### src/rtl/dbi_pkg.sv
// Shared DBI definitions: receiver FSM encoding and bus timing constants
// common to the DBI receiver and transmitter.
package dbi_pkg;

  typedef enum logic [1:0] {
    DBI_RX_IDLE      = 2'd0,
    DBI_RX_ACT_EMPTY = 2'd1,
    DBI_RX_ACT_HOLD  = 2'd2,
    DBI_RX_FLUSH     = 2'd3
  } dbi_rx_st_e;

  localparam real T_WRL_SEC      = 33e-9;
  localparam real T_WRH_SEC      = 33e-9;
  localparam real T_HRST_SEC     = 12e-6;
  localparam real T_HRST_MIN_SEC = 10e-6;

  // Truncating seconds-to-cycles conversion.
  function automatic int sec2cyc(input real sec, input int clk_hz);
    return $rtoi(sec * clk_hz);
  endfunction

endpackage

### src/rtl/dbi_sync.sv
// Multi-bit SYNC_STAGES flop synchronizer; every bit sees the same delay so a
// bus group stays aligned with its strobe.
module dbi_sync #(
  parameter int             W       = 1,
  parameter int             STAGES  = 2,
  parameter logic [W-1:0]   RST_VAL = '0
) (
  input  logic         clk,
  input  logic         rst,
  input  logic [W-1:0] d,
  output logic [W-1:0] q
);

  logic [STAGES-1:0][W-1:0] ff;

  always_ff @(posedge clk or posedge rst) begin
    if (rst) begin
      ff <= {STAGES{RST_VAL}};
    end else begin
      ff[0] <= d;
      for (int i = 1; i < STAGES; i++) ff[i] <= ff[i-1];
    end
  end

  assign q = ff[STAGES-1];

endmodule

### src/rtl/dbi_rx_phy.sv
// Write-only DBI receiver: synchronizes the bus, captures bytes on WRX rise,
// marks command/last via a one-byte hold stage and detects RESX hardware reset.
module dbi_rx_phy #(
  parameter int  INTERNAL_CLK   = 125000000,
  parameter int  DBI_IF_D_W     = 8,
  parameter real T_HRST_MIN_SEC = dbi_pkg::T_HRST_MIN_SEC,
  parameter int  SYNC_STAGES    = 2
) (
  input  logic                  clk,
  input  logic                  rst,
  input  logic [DBI_IF_D_W-1:0] dbi_d_i,
  input  logic                  dbi_csx_i,
  input  logic                  dbi_dcx_i,
  input  logic                  dbi_resx_i,
  input  logic                  dbi_rdx_i,
  input  logic                  dbi_wrx_i,
  output logic [DBI_IF_D_W-1:0] rx_dat_o,
  output logic                  rx_is_cmd_o,
  output logic                  rx_last_o,
  output logic                  rx_vld_o,
  input  logic                  rx_rdy_i,
  output logic                  rx_hrst_o,
  output logic                  rx_ovf_o,
  input  logic                  rx_ovf_clr_i
);
  import dbi_pkg::*;

  localparam int T_HRST_MIN_CYC = sec2cyc(T_HRST_MIN_SEC, INTERNAL_CLK);
  localparam int CNT_W          = (T_HRST_MIN_CYC > 2) ? $clog2(T_HRST_MIN_CYC) : 1;
  localparam logic [CNT_W-1:0] CNT_MAX   = CNT_W'(T_HRST_MIN_CYC - 1);
  localparam logic [CNT_W-1:0] CNT_PULSE = CNT_W'(T_HRST_MIN_CYC - 2);

  logic unused_rdx;
  assign unused_rdx = dbi_rdx_i;

  logic [DBI_IF_D_W-1:0] d_s;
  logic                  dcx_s, wrx_s, csx_s, resx_s;

  dbi_sync #(
    .W       (DBI_IF_D_W + 2),
    .STAGES  (SYNC_STAGES),
    .RST_VAL ({{DBI_IF_D_W{1'b0}}, 2'b11})
  ) u_sync_bus (
    .clk (clk),
    .rst (rst),
    .d   ({dbi_d_i, dbi_dcx_i, dbi_wrx_i}),
    .q   ({d_s, dcx_s, wrx_s})
  );

  dbi_sync #(
    .W       (2),
    .STAGES  (SYNC_STAGES),
    .RST_VAL (2'b11)
  ) u_sync_ctl (
    .clk (clk),
    .rst (rst),
    .d   ({dbi_csx_i, dbi_resx_i}),
    .q   ({csx_s, resx_s})
  );

  // The synchronizer resets to CSX high, so the first SYNC_STAGES outputs after
  // reset are not real; csx_q stays low until then, so a CSX already low at
  // reset release is not mistaken for a falling edge.
  logic [SYNC_STAGES-1:0] primed;
  logic                   csx_q, wrx_q;
  logic                   csx_fall, capture;

  always_ff @(posedge clk or posedge rst) begin
    if (rst) begin
      primed <= '0;
      csx_q  <= 1'b0;
      wrx_q  <= 1'b1;
    end else begin
      primed <= (primed << 1) | SYNC_STAGES'(1);
      csx_q  <= primed[SYNC_STAGES-1] ? csx_s : 1'b0;
      wrx_q  <= wrx_s;
    end
  end

  assign csx_fall = csx_q & ~csx_s;
  assign capture  = wrx_s & ~wrx_q & ~csx_s & resx_s;

  dbi_rx_st_e st, st_nxt;
  logic       push, push_last, hold_ld;
  logic [DBI_IF_D_W-1:0] hold_dat;
  logic                  hold_cmd;

  always_ff @(posedge clk or posedge rst) begin
    if (rst) st <= DBI_RX_IDLE;
    else     st <= st_nxt;
  end

  // Capture is checked before CSX high, so a final byte always lands in hold
  // and leaves through FLUSH with last set.
  always_comb begin
    st_nxt    = st;
    push      = 1'b0;
    push_last = 1'b0;
    hold_ld   = 1'b0;
    case (st)
      DBI_RX_IDLE: begin
        if (csx_fall) st_nxt = DBI_RX_ACT_EMPTY;
      end
      DBI_RX_ACT_EMPTY: begin
        if (capture) begin
          hold_ld = 1'b1;
          st_nxt  = DBI_RX_ACT_HOLD;
        end else if (csx_s) begin
          st_nxt  = DBI_RX_IDLE;
        end
      end
      DBI_RX_ACT_HOLD: begin
        if (capture) begin
          hold_ld   = 1'b1;
          push      = 1'b1;
          push_last = ~dcx_s;
        end else if (csx_s) begin
          st_nxt    = DBI_RX_FLUSH;
        end
      end
      DBI_RX_FLUSH: begin
        push      = 1'b1;
        push_last = 1'b1;
        st_nxt    = DBI_RX_IDLE;
      end
      default: st_nxt = DBI_RX_IDLE;
    endcase
    if (rx_hrst_o) begin
      st_nxt  = DBI_RX_IDLE;
      push    = 1'b0;
      hold_ld = 1'b0;
    end
  end

  always_ff @(posedge clk or posedge rst) begin
    if (rst) begin
      hold_dat <= '0;
      hold_cmd <= 1'b0;
    end else if (rx_hrst_o) begin
      hold_dat <= '0;
      hold_cmd <= 1'b0;
    end else if (hold_ld) begin
      hold_dat <= d_s;
      hold_cmd <= ~dcx_s;
    end
  end

  // A push into a full, stalled output register is dropped and flagged.
  always_ff @(posedge clk or posedge rst) begin
    if (rst) begin
      rx_dat_o    <= '0;
      rx_is_cmd_o <= 1'b0;
      rx_last_o   <= 1'b0;
      rx_vld_o    <= 1'b0;
    end else if (rx_hrst_o) begin
      rx_dat_o    <= '0;
      rx_is_cmd_o <= 1'b0;
      rx_last_o   <= 1'b0;
      rx_vld_o    <= 1'b0;
    end else if (push && (!rx_vld_o || rx_rdy_i)) begin
      rx_dat_o    <= hold_dat;
      rx_is_cmd_o <= hold_cmd;
      rx_last_o   <= push_last;
      rx_vld_o    <= 1'b1;
    end else if (rx_vld_o && rx_rdy_i) begin
      rx_vld_o    <= 1'b0;
    end
  end

  always_ff @(posedge clk or posedge rst) begin
    if (rst)                                 rx_ovf_o <= 1'b0;
    else if (push && rx_vld_o && !rx_rdy_i)  rx_ovf_o <= 1'b1;
    else if (rx_ovf_clr_i)                   rx_ovf_o <= 1'b0;
  end

  // Counter saturates one past the pulse value, so each low period pulses once.
  logic [CNT_W-1:0] hrst_cnt;

  always_ff @(posedge clk or posedge rst) begin
    if (rst) begin
      hrst_cnt  <= '0;
      rx_hrst_o <= 1'b0;
    end else begin
      rx_hrst_o <= !resx_s && (hrst_cnt == CNT_PULSE);
      if (resx_s)                   hrst_cnt <= '0;
      else if (hrst_cnt != CNT_MAX) hrst_cnt <= hrst_cnt + 1'b1;
    end
  end

endmodule

### config.mk
export PLATFORM = sky130hd
export DESIGN_NAME = dbi_rx_phy
export DESIGN_NICKNAME = d
export VERILOG_FILES = /design/src/rtl/dbi_pkg.sv /design/src/rtl/dbi_sync.sv /design/src/rtl/dbi_rx_phy.sv
export SDC_FILE = /design/constraint.sdc
export NUM_CORES = 1
export LEC_CHECK = 0
export ABC_AREA = 1
export BUFFER_PORTS_ARGS = -buffer_cell sky130_fd_sc_hd__buf_4
export CORE_ASPECT_RATIO = 2
export CORE_MARGIN = 4
export CORE_UTILIZATION = 40
export CTS_CLUSTER_DIAMETER = 80
export DETAILED_ROUTE_END_ITERATION = 16
export GPL_ROUTABILITY_DRIVEN = 0
export GPL_TIMING_DRIVEN = 0
export PLACE_DENSITY = 0.65
export SYNTH_ARGS = -nofsm -noshare
export SYNTH_HDL_FRONTEND = slang
export SYNTH_SLANG_ARGS = --single-unit
### constraint.sdc
create_clock -name clk -period 2.35 [get_ports clk]
set_input_delay 0.47 -clock clk [delete_from_list [all_inputs] [get_ports clk]]
set_output_delay 0.47 -clock clk [all_outputs]
set_load 0.02 [all_outputs]
== After elaboration in Yosys (flattened, before gate mapping) ==
Index checks and enable logic that the tools add are counted.

* Output and inout port bits: 13
* Flip-flop bits (word level): 63

* Add/sub/neg operators: 1
* Equal/unequal tests: 9
* Multiplexer cells: 32
* Reduce and logical (&&, ||, !) cells: 17
* Bitwise gates (word level): 7

{| class="wikitable"
|+ Operators with widths
! operator !! number
|-
| $mux 8 || 4
|-
| $mux 11 || 2
|-
| $mux 1 || 17
|-
| $mux 2 || 6
|-
| $add 11x1->11 const B || 1
|-
| $eq 11x11->1 const B || 1
|-
| $ne 11x11->1 const B || 1
|-
| $pmux 2 s4 || 1
|-
| $reduce_bool 2->1 || 4
|-
| $ne 3x3->1 const B || 2
|-
| $logic_and 1x1->1 || 5
|-
| $and 1x1->1 || 4
|-
| $eq 2x2->1 const B || 2
|-
| $ne 4x3->1 const B || 1
|-
| $pmux 1 s2 || 2
|-
| $reduce_and 4->1 || 1
|-
| $logic_not 1->1 || 3
|-
| $ne 3x2->1 const B || 1
|-
| $not 1->1 || 3
|-
| $reduce_bool 3->1 || 1
|-
| $eq 2x1->1 const B || 1
|-
| $logic_not 2->1 || 1
|-
| $reduce_or 2->1 || 1
|-
| $logic_or 1x1->1 || 1
|}

== Logic depth before layout (Yosys ltp) ==
* Depth after elaboration: 10
* Gate-level depth with buffers: 8
* Depth with buffers taken out: 8

== Modules after synthesis ==
From an unflattened synthesis, not the netlist that was laid out.

* Cell total of the unflattened synthesis: 270
* Area total of the unflattened synthesis: 2657.5 um^2

{| class="wikitable"
|+ By module, submodules not included
! module !! seq. area each (um^2) !! cells an instance !! times used !! area each (um^2)
|-
| dbi_rx_phy || 977.2 || 232 || 1 || 1949.4
|-
| dbi_sync (u_sync_bus) || 505.5 || 31 || 1 || 584.3
|-
| dbi_sync (u_sync_ctl) || 105.1 || 7 || 1 || 123.9
|}

== Worst setup path after synthesis ==
OpenSTA, ideal clock, no wires.

* Kind: register to register
* From: reg hrst_cnt[0]
* To: reg hrst_cnt[8]
* Data arrival time: 1.103 ns
* Library setup time: 0.121 ns
* Clock period less this slack: 1.224 ns
* Data required time: 2.229 ns
* Setup slack: 1.126 ns
* Stages on the path, launching flop included: 7
* Buffers on the path: 0
* Cells stage by stage: dfrtp_1 -> ha_1 -> nand3_1 -> nor2_2 -> nand2_1 -> o21ai_0 -> nor2_1

* Word-level cells in the longest chain between the ends: 3

{| class="wikitable"
|+ RTL lines
! item !! line !! text
|-
| start: declaration || dbi_rx_phy.sv:177 || <nowiki>logic [CNT_W-1:0] hrst_cnt;</nowiki>
|-
| start signal: assignment || dbi_rx_phy.sv:186 || <nowiki>else if (hrst_cnt != CNT_MAX) hrst_cnt <= hrst_cnt + 1'b1;</nowiki>
|-
| $add 11x1->11 || dbi_rx_phy.sv:186 ||
|-
| $mux 11 || dbi_rx_phy.sv:186 ||
|-
| $mux 11 || dbi_rx_phy.sv:185 || <nowiki>if (resx_s) hrst_cnt <= '0;</nowiki>
|}

Parallel ways exist; a longest one is shown, timed or not. The select of a mux whose other input is x is not followed.
A chain may end at the register's enable or synchronous reset.

== Worst setup path after layout ==
* From: reg st[0]
* To: reg hold_dat[0]

* Word-level cells in the longest chain between the ends: 5

{| class="wikitable"
|+ RTL lines
! item !! line !! text
|-
| start: declaration || dbi_rx_phy.sv:83 || <nowiki>dbi_rx_st_e st, st_nxt;</nowiki>
|-
| start signal: assignment || dbi_rx_phy.sv:90 || <nowiki>else st <= st_nxt;</nowiki>
|-
| $eq 2x2->1 / $eq 2x1->1 (equally long branches) || dbi_rx_phy.sv:100 || <nowiki>case (st)</nowiki>
|-
| $reduce_or 2->1 (no source line) (*) || - ||
|-
| $mux 1 (*) || - ||
|-
| $mux 1 (*) || dbi_rx_phy.sv:128 || <nowiki>if (rx_hrst_o) begin</nowiki>
|-
| $reduce_bool 2->1 (no source line) (*) || - ||
|-
| end signal: assignment || dbi_rx_phy.sv:143 || <nowiki>hold_dat <= d_s;</nowiki>
|-
| end: declaration || dbi_rx_phy.sv:85 || <nowiki>logic [DBI_IF_D_W-1:0] hold_dat;</nowiki>
|}

Every way passes the cells marked *; elsewhere a longest branch is shown, timed or not.

==> impl_summary.txt <==
----------------------------------------------------
[Status]
  Run status ... completed

[Clocking]
  Post-cts gate resize count ... 0
  H-tree level count ... 3
  CTS tree ... done
  Later-pin clock latency in the skew report ... 0.32 ns
  Clock tree root buffer cell ... sky130_fd_sc_hd__clkbuf_16
  Clk buf depth ... 2
  Count of hold buffers inserted by post-cts repair ... 0
  Setup repair bufs after CTS ... 0
  Sink Count ... 63
  Clock input transition at the sequential cells of the worst setup and hold paths ... 0.05 ns
  Number of CTS-inserted buffers ... 9

[Placement]
  Port Buffer Count ... 28
  Setup Slack @ Placement ... 0.864 ns
  Post-detailed-placement half-perimeter wirelength ... 3080 microns
  Instance area after placement ... 2800 sq um

[STA]
  Unrepaired setup endpoints after global routing ... false
  Final worst-path cycle share ... 62.7%
  Final period demand of the worst path ... 1.47 ns
  Maximum clock skew at final layout ... 0.00484 ns
  TNS Setup ... 0 ns
  Final hold violations ... 0
  Worst Slack Setup Final ... 0.877 ns
  Max Fclk ... 679 MHz
  Tightest hold margin ... 0.148 ns
  Final Max Tran Viols ... 0
  Final setup violating endpoints ... 0

[Cells and area]
  Combined area of the multi-input logic cells ... 752 sq um
  Fin area ... 3140 sq um
  Diode count ... 0
  Net count reported at finish ... 299
  Share of layout cells above drive strength 1 ... 23.6%
  Layout fillers ... 539
  Sequential cell area ... 1590 sq um
  Synthesis-to-finish area growth ... 26.1%

[Setup path]
  Critical path peak fanout ... 9
  Startpoint Class ... flop
  Crit path arrival time ... 1.70 ns
  Capturing element type of the critical path ... flop
  Worst setup path class ... flop to flop
  Worst path required time ... 2.58 ns

[Floorplanning]
  Starting density of the core ... 41.4%
  Core Box Area ... 6010 sq um
  Number of cell rows ... 40
  Chip width ... 63.8 microns
  Area enclosed by the die boundary ... 7620 sq um
  Chip height ... 120 microns
  Number of placed I/O pins ... 30

[Synth]
  Sequential fraction of the synthesis area ... 63.8%
  Main area contributors after synthesis ... sky130_fd_sc_hd__dfrtp_1, sky130_fd_sc_hd__dfstp_2, sky130_fd_sc_hd__nand3_1
  Mux contribution to synthesized area ... 0%
  Largest family of logic cells by synthesized area ... simple AND/OR/NAND/NOR gates
  Cell variety after synth ... 30
  Basic-gate share of the synthesized area counting and, or, nand and nor cells ... 20.8%
  Area share of xor/xnor cells in the synthesized design ... 1.41%
  Area fraction of the dominant cell type after synthesis ... 54.3%
  Flip-flop and latch count after synthesis ... 63
  Post-Synthesis Cell Area ... 2490 sq um
  Average cell area after synthesis ... 10.6 sq um
  Synthesized instance count ... 235
  Adder-cell area share of the yosys netlist ... 3.52%
  Synthesized netlist net count ... 259
  Cell taking the most area after synthesis ... sky130_fd_sc_hd__dfrtp_1
  Synthesis Warnings ... 0
  Complex-gate fraction of the synthesized area ... 4.33%

[Global route]
  All-Layer GR Usage ... 13.2%
  Antenna violations before repair ... 0
  Pin count of the biggest net entering global routing ... 46
  First-pass GRT wire length ... 7550 microns
  Via count of the first global-routing pass ... 1757
  Aggregate global routing overflow ... 0

[Run]
  Max-cap viol count ... 0

[Route]
  Antenna violation net count after detailed routing ... 0
  Number of detailed-route iterations in the first pass ... 4
  Number of design rule violations left after detail routing ... 0
  Detail-routed via count per cell ... 4.87
  Final routed wirelength across all metal layers ... 4170 microns
  Count of vias placed by the detailed router ... 1672
  Number of design-rule violations left by the first detailed-router iteration ... 54
  Mean routed wirelength per cell ... 12.2 microns

[Power and ir drop]
  Worst vdd rail ir drop ... 0.000480 V
  Static leakage power ... 1.54 nW
  Internal power ... 2.50 mW
  Pwr Density ... 1040 nW/um^2
  Comb power frac ... 13.4%
  Clock network power share ... 45.6%
  Seq pwr share ... 40.9%
  Fraction of power spent switching nets ... 23.5%
  Sw power ... 0.770 mW

[Min path]
  Worst min-delay path class ... primary input to asynchronous set/reset pin

----------------------------------------------------
## final cells by class
class / count / area share (%)
inverter: 29 / 3.47
clock buffer: 13 / 7.98
multi-input combinational: 137 / 24.0
timing repair buffer: 29 / 7.34
buffer: 6 / 1.24
clock inverter: 3 / 2.87
tap: 63 / 2.51
sequential: 63 / 50.6
## sequential cells by signal, indices dropped and copies added, names as in the netlist
register	count
hold_cmd	1
u_sync_ctl.ff	2
u_sync_bus.ff	10
primed	2
wrx_q	1
u_sync_bus.q	10
rx_dat_o	8
rx_is_cmd_o	1
rx_hrst_o	1
csx_q	1
rx_ovf_o	1
st	2
hrst_cnt	11
rx_vld_o	1
u_sync_ctl.q	2
rx_last_o	1
hold_dat	8
## worst paths after layout
kind | start | to | slack [ns] | cells after the start
setup reg to reg | st[0] | hold_dat[0] | 0.88 | 4
hold reg to reg | u_sync_bus.ff[2] | u_sync_bus.q[2] | 0.34 | 0
setup / recovery | st[0] | hold_dat[0] | 0.88 | 4
min in group clk | dbi_csx_i | u_sync_ctl.ff[1] | 0.25 | 1
hold / removal | rst | hrst_cnt[7] | 0.15 | 2
max in group asynchronous | rst | u_sync_bus.q[1] | 1.58 | 3
## Yosys cell counts
library cell               number
sky130_fd_sc_hd__dfstp_2        9
sky130_fd_sc_hd__dfrtp_1       54
sky130_fd_sc_hd__nand3_1       29
sky130_fd_sc_hd__inv_2          2
sky130_fd_sc_hd__nand2_2        2
sky130_fd_sc_hd__inv_1         27
sky130_fd_sc_hd__xor2_1         4
sky130_fd_sc_hd__nand3b_1       1
sky130_fd_sc_hd__a31oi_1        1
sky130_fd_sc_hd__o21ai_0       16
sky130_fd_sc_hd__a21oi_1        2
sky130_fd_sc_hd__nor2_2         1
sky130_fd_sc_hd__nor3_2         1
sky130_fd_sc_hd__buf_4          1
sky130_fd_sc_hd__nand2_1       36
sky130_fd_sc_hd__nand3_4        1
sky130_fd_sc_hd__o22ai_1        1
sky130_fd_sc_hd__buf_6          1
sky130_fd_sc_hd__nand4_1       12
sky130_fd_sc_hd__nor3_1         6
sky130_fd_sc_hd__nor2_4         1
sky130_fd_sc_hd__conb_1         1
sky130_fd_sc_hd__nand3_2        2
sky130_fd_sc_hd__buf_2          1
sky130_fd_sc_hd__nor2_1        11
sky130_fd_sc_hd__clkbuf_4       1
sky130_fd_sc_hd__ha_1           7
sky130_fd_sc_hd__buf_1          2
sky130_fd_sc_hd__nor4_1         1
sky130_fd_sc_hd__o21ai_1        1
## worst max-delay path, cell delays in order, from the launching register on
cell and delay [ns]:
sky130_fd_sc_hd__dfrtp_1 0.42, sky130_fd_sc_hd__inv_1 0.10, sky130_fd_sc_hd__ha_1 0.32, sky130_fd_sc_hd__nand4_1 0.28, sky130_fd_sc_hd__o21ai_0 0.25
## logic make-up after synthesis
family | Yosys count
xor gates and xnor gates | 4
DFF | 63
adders and majority gates | 7
buffers and inverters | 35
and+or+nand+nor | 104
other | 1
AOI/OAI and AO/OA | 21
## power groups by stage
stage	registers [mW]	logic, mW	clock network, mW
final	1.34	0.440	1.49
after global routing	1.36	0.506	1.58
after global placement	1.35	0.435	0
after detailed placement	1.36	0.450	0
after CTS	1.34	0.451	1.53
after floorplan	1.39	0.253	0
## cell usage in the layout, fill, tap and decap left out, types with 7 or more instances in the layout
cell type and n:
sky130_fd_sc_hd__inv_1 26, sky130_fd_sc_hd__nand3_1 29, sky130_fd_sc_hd__ha_1 7, sky130_fd_sc_hd__dfstp_2 9, sky130_fd_sc_hd__clkbuf_16 9, sky130_fd_sc_hd__dfrtp_1 54, sky130_fd_sc_hd__nand4_1 12, sky130_fd_sc_hd__o21ai_0 16
sky130_fd_sc_hd__nor2_1 11, sky130_fd_sc_hd__nand2_1 36, sky130_fd_sc_hd__buf_4 29
## per-stage QoR
stage / utilization, % / power (mW) / std cells
4_1_cts: 52.2 / 3.32 / 343
6_report: 52.2 / 3.27 / 343
3_5_place_dp: 46.6 / 1.81 / 327
3_3_place_gp: 46.2 / 1.78 / 326
2_1_floorplan: - / 1.64 / 235
5_1_grt: 52.2 / 3.44 / 343
## per-layer routing
layer | up-vias | track usage, % | wire [microns]
li1 | 852 | - | -
met1 | 777 | 12.0 | 1600
met2 | 33 | 23.2 | 2290
met3 | 10 | 4.59 | 159
met4 | 0 | 10.4 | 121
met5 | - | 0 | 0
No activity file was read; power rests on OpenSTA's default activity.
